**src/rtl/pong_pkg.sv**
```systemverilog
// Shared encodings and geometry for the pong game-level logic.
// State codes are fixed numerically because they are exported on the debug/HUD port.
package pong_pkg;

    localparam int SCORE_W = 4;

    localparam logic [2:0] ST_IDLE     = 3'd0;
    localparam logic [2:0] ST_SERVE    = 3'd1;
    localparam logic [2:0] ST_RALLY    = 3'd2;
    localparam logic [2:0] ST_POINT    = 3'd3;
    localparam logic [2:0] ST_PAUSE    = 3'd4;
    localparam logic [2:0] ST_GAMEOVER = 3'd5;

    localparam int CENTER_X = 464;
    localparam int CENTER_Y = 275;

endpackage

```
**src/rtl/match_sequencer_btn_edge.sv**
```systemverilog
// Rising-edge detector for a debounced button level.
// A held button produces a single one-cycle pulse.
module btn_edge (
    input  logic clk,
    input  logic rst,
    input  logic btn,
    output logic rise
);

    logic btn_q;

    always_ff @(posedge clk) begin
        if (rst) btn_q <= 1'b0;
        else     btn_q <= btn;
    end

    assign rise = btn & ~btn_q;

endmodule

```
**src/rtl/match_sequencer.sv**
```systemverilog
// Match-level sequencer: serve countdown, rally, point hold, pause and game over.
// Owns both scores, the serve direction and the winner flag; gates the ball mover.
module match_sequencer
    import pong_pkg::*;
#(
    parameter int WIN_SCORE   = 7,
    parameter int SERVE_TICKS = 120,
    parameter int POINT_TICKS = 60,
    parameter int CNT_W       = 8
) (
    input  logic               clk,
    input  logic               rst,
    input  logic               tick,
    input  logic               startBtn,
    input  logic               pauseBtn,
    input  logic               pointLeft,
    input  logic               pointRight,
    output logic               ballEn,
    output logic               ballCenter,
    output logic               serveDir,
    output logic [SCORE_W-1:0] scoreLeft,
    output logic [SCORE_W-1:0] scoreRight,
    output logic               gameOver,
    output logic               winner,
    output logic [2:0]         state
);

    localparam logic [SCORE_W-1:0] WIN        = SCORE_W'(WIN_SCORE);
    localparam logic [CNT_W-1:0]   SERVE_LAST = CNT_W'(SERVE_TICKS - 1);
    localparam logic [CNT_W-1:0]   POINT_LAST = CNT_W'(POINT_TICKS - 1);

    logic             start_rise;
    logic             pause_rise;
    logic [2:0]       resume_q;
    logic [CNT_W-1:0] cnt;

    btn_edge u_start_edge (
        .clk  (clk),
        .rst  (rst),
        .btn  (startBtn),
        .rise (start_rise)
    );

    btn_edge u_pause_edge (
        .clk  (clk),
        .rst  (rst),
        .btn  (pauseBtn),
        .rise (pause_rise)
    );

    always_ff @(posedge clk) begin
        if (rst) begin
            state      <= ST_IDLE;
            resume_q   <= ST_IDLE;
            cnt        <= '0;
            scoreLeft  <= '0;
            scoreRight <= '0;
            serveDir   <= 1'b1;
            gameOver   <= 1'b0;
            winner     <= 1'b0;
        end else begin
            case (state)
                ST_IDLE: begin
                    if (start_rise) begin
                        state <= ST_SERVE;
                        cnt   <= '0;
                    end
                end
                ST_SERVE: begin
                    // Counter is left untouched across PAUSE so the countdown resumes where it stopped.
                    if (pause_rise) begin
                        resume_q <= ST_SERVE;
                        state    <= ST_PAUSE;
                    end else if (tick) begin
                        if (cnt == SERVE_LAST) begin
                            state <= ST_RALLY;
                            cnt   <= '0;
                        end else begin
                            cnt <= cnt + CNT_W'(1);
                        end
                    end
                end
                ST_RALLY: begin
                    if (pointLeft && pointRight) begin
                        state <= ST_POINT;
                        cnt   <= '0;
                    end else if (pointLeft) begin
                        if (scoreLeft != WIN) scoreLeft <= scoreLeft + SCORE_W'(1);
                        serveDir <= 1'b1;
                        state    <= ST_POINT;
                        cnt      <= '0;
                    end else if (pointRight) begin
                        if (scoreRight != WIN) scoreRight <= scoreRight + SCORE_W'(1);
                        serveDir <= 1'b0;
                        state    <= ST_POINT;
                        cnt      <= '0;
                    end else if (pause_rise) begin
                        resume_q <= ST_RALLY;
                        state    <= ST_PAUSE;
                    end
                end
                ST_POINT: begin
                    if (tick) begin
                        if (cnt == POINT_LAST) begin
                            cnt <= '0;
                            if (scoreLeft == WIN || scoreRight == WIN) begin
                                state    <= ST_GAMEOVER;
                                gameOver <= 1'b1;
                                winner   <= (scoreRight == WIN);
                            end else begin
                                state <= ST_SERVE;
                            end
                        end else begin
                            cnt <= cnt + CNT_W'(1);
                        end
                    end
                end
                ST_PAUSE: begin
                    if (pause_rise) state <= resume_q;
                end
                ST_GAMEOVER: begin
                    if (start_rise) begin
                        scoreLeft  <= '0;
                        scoreRight <= '0;
                        serveDir   <= 1'b1;
                        gameOver   <= 1'b0;
                        state      <= ST_SERVE;
                        cnt        <= '0;
                    end
                end
                default: begin
                    state <= ST_IDLE;
                    cnt   <= '0;
                end
            endcase
        end
    end

    assign ballEn     = tick & (state == ST_RALLY);
    assign ballCenter = ~((state == ST_RALLY) || (state == ST_PAUSE));

endmodule

```
**config.mk**
```make
export PLATFORM = sky130hd
export DESIGN_NAME = match_sequencer
export DESIGN_NICKNAME = d
export VERILOG_FILES = /design/src/rtl/pong_pkg.sv /design/src/rtl/match_sequencer_btn_edge.sv /design/src/rtl/match_sequencer.sv
export SDC_FILE = /design/constraint.sdc
export NUM_CORES = 1
export LEC_CHECK = 0
export BUFFER_PORTS_ARGS = -buffer_cell sky130_fd_sc_hd__buf_2
export CORE_MARGIN = 1.5
export CORE_UTILIZATION = 59
export CTS_BUF_LIST = sky130_fd_sc_hd__clkbuf_8
export DETAILED_ROUTE_END_ITERATION = 6
export GPL_TIMING_DRIVEN = 0
export PLACE_DENSITY = 0.91
export SLEW_MARGIN = 20
export SYNTH_ARGS = -nofsm -noshare
export SYNTH_HDL_FRONTEND = slang
export SYNTH_SLANG_ARGS = --single-unit
```
**constraint.sdc**
```tcl
create_clock -name clk -period 2.3 [get_ports clk]
set_input_delay 0.115 -clock clk [delete_from_list [all_inputs] [get_ports clk]]
set_output_delay 0.115 -clock clk [all_outputs]
set_load 0.005 [all_outputs]
```
==> qor.csv <==
metric,value,unit
leakagePower,0.686,nW
yosysTopAreaCellShare,33.0,%
vias,1482,
cp.arrival,2160,ps
first_iter_violations,14,
path_max_fanout,10,
seqCellArea,520,um^2
synth_area_leaders,"dfxtp_1 33%, nor2_1 3.8%, o32ai_4 3.5%",
cts_buffer_depth,2,
hpwl,2610,um
fin_setup_tns,0,ps
ys_warn_count,0,
status,completed,
drc,0,
overflow,0,
yosysMostFrequentCell,dfxtp_1,
root_buffer,clkbuf_8,
relSlewSlack,63.8,%
yosys_most_used_dff,dfxtp_1,
multi_input_area,991,um^2
dpl_worst_slack,353,ps
worst_slew_pin_slew,540,ps
r2r_start,state[1]$_SDFFE_PP0P_,
grt_pass1_vias,1315,
min-delay-start,startBtn,
cts_sinks,26,
critPathSlowestCell,dfxtp_1,
max_clock_freq,498,MHz
viasPerCell,6.44,
cts_hold_buffers,0,
ys_top_cells_by_count,"26 x dfxtp_1, 16 x nor2_1, 12 x nand2_1",
grt_usage,27.0,%
cts.repair.resized,0,
routed_wl,3600,um
syn_inst,176,
die_h,54.7,um
worst_ep_required_time,2460,ps
syn-num-nets,186,
gr-usage-met1,35.0,%
min_period,2010,ps
synthArstFlopShare,0,%
startpoint_type,register,
gp_congestion,0.905,
synth-edff-count,0,
critPathLaunch,state[1]$_SDFFE_PP0P_,
crit_path_cell_trace,"nand3b_2, nor2b_2, a2111oi_4, buf_6, o21ai_1, a32o_1",
fp.dieW,54.7,um
insertion_delay,270,ps
core_area,2500,um^2
drv_cap,0,
p_per_area,744,nW/um^2
dieArea,2990,um^2
finalCritPeriodShare,87.2,%
path_class,register to register,
clk_pin_slew,90,ps
syn-cell-area,1580,um^2
cts-htree-levels,1,
ys_types,51,
post-cts-setup-buffer-count,0,
finalHoldViolations,0,
avgSynthCellArea,8.96,um^2
drt_pass1_iterations,5,
setup-violations-final,0,
grt_max_degree,14,
power,1.31,mW
syn_to_final_growth,11.7,%
grt_pass1_wl,5890,um
antenna_cells,0,
synth-seq-cells,26,
final_nets,212,
numCtsBuffers,3,
cts_tree,yes,
dp.cells,227,
seq_area_frac_synth,33.0,%
layout-drive-gt1-share,19.5,%
grt.met3_usage,3.83,%
ios,23,
n_fill_cell,201,
port_buffers,21,
critical-path-max-stage-delay,540,ps
grt.met2_usage,44.2,%
routedWlPerCell,15.7,um
busiest_layer,met2,
instances_no_fill,230,
setup_slack,294,ps
initial_core_util,63.1,%
antenna_found_initial,0,
setup.worst_path.end_class,register,
rsz0062_at_grt,false,
slew_viol_final,0,
fp-row-count,18,
drt.antenna.violating_nets,0,
ir_drop,548,uV
synth_largest_area_cell,dfxtp_1,
finalClockSkew,9.09,ps
min_path_type,input port to register,
[layout make-up]
cell class | instances | share of cell area [%]
buffer | 8 | 3.06
clock buffer | 3 | 2.35
inverter | 3 | 0.640
multi-input combinational | 139 | 56.3
sequential | 26 | 29.6
tap | 30 | 2.13
timing repair buffer | 21 | 5.97
[flip-flops by register name (all words and copies together), names as in the netlist]
name,flops
scoreRight,4
cnt,8
state,3
winner,1
gameOver,1
u_start_edge.btn_q,1
u_pause_edge.btn_q,1
resume_q,2
serveDir,1
scoreLeft,4
[final timing paths]
path,to,slack [ps],cells after the start
max,cnt[2]$_SDFFE_PP0P_,290,6
min,u_start_edge.btn_q$_SDFF_PP0_,90,2
max reg2reg,cnt[2]$_SDFFE_PP0P_,290,6
min reg2reg,gameOver$_SDFFE_PP0P_,500,2
[stage by stage]
step / hold WS [ps] / utilization (%) / area (um^2)
2_1_floorplan: 243 / - / 1580
3_3_place_gp: 353 / 68.8 / 1720
3_5_place_dp: 369 / 68.8 / 1720
4_1_cts: 84.7 / 70.4 / 1760
5_1_grt: 99.6 / 70.4 / 1760
6_report: 86.9 / 70.4 / 1760
[kinds of logic after synthesis]
group                    count (synthesis)  synth area share (%)
multiplexers                             3                  1.90
AND/OR/NAND/NOR                         81                  30.5
XOR/XNOR                                 6                  3.33
buffers and inverters                   11                  4.13
adder cells (fa/ha/maj)                  3                  2.38
flip-flops                              26                  33.0
AO/OA/AOI/OAI                           46                  24.8
[critical path: cells and delay by family (launching register included)]
kind,cells,cell delay (ps)
compound gates,3,740
flops,1,540
simple gates,2,420
buf+inv,1,190
[power by group]
part	internal, mW	switching (mW)
logic	0.235	0.304
clock network	0.117	0.139
registers	0.478	0.0367
total	0.830	0.479
[cell usage in the layout, fill, tap and decap left out, types with 5 or more instances in the layout]
master | synthesis | final
dfxtp_1 | 26 | 26
buf_2 | 1 | 22
nor2b_1 | 8 | 8
nor2_1 | 16 | 16
nand2_1 | 12 | 12
a21oi_1 | 8 | 8
nand2b_1 | 6 | 6
a32o_1 | 5 | 5
o21ai_1 | 5 | 5
o21ai_0 | 6 | 6
[routing by layer]
metal,share of wire (%),up-vias
met4,0.67,0
met5,0,-
li1,-,703
met1,43,708
met2,49,65
met3,7.5,6
Note: power is estimated with default switching activity, not from simulation.
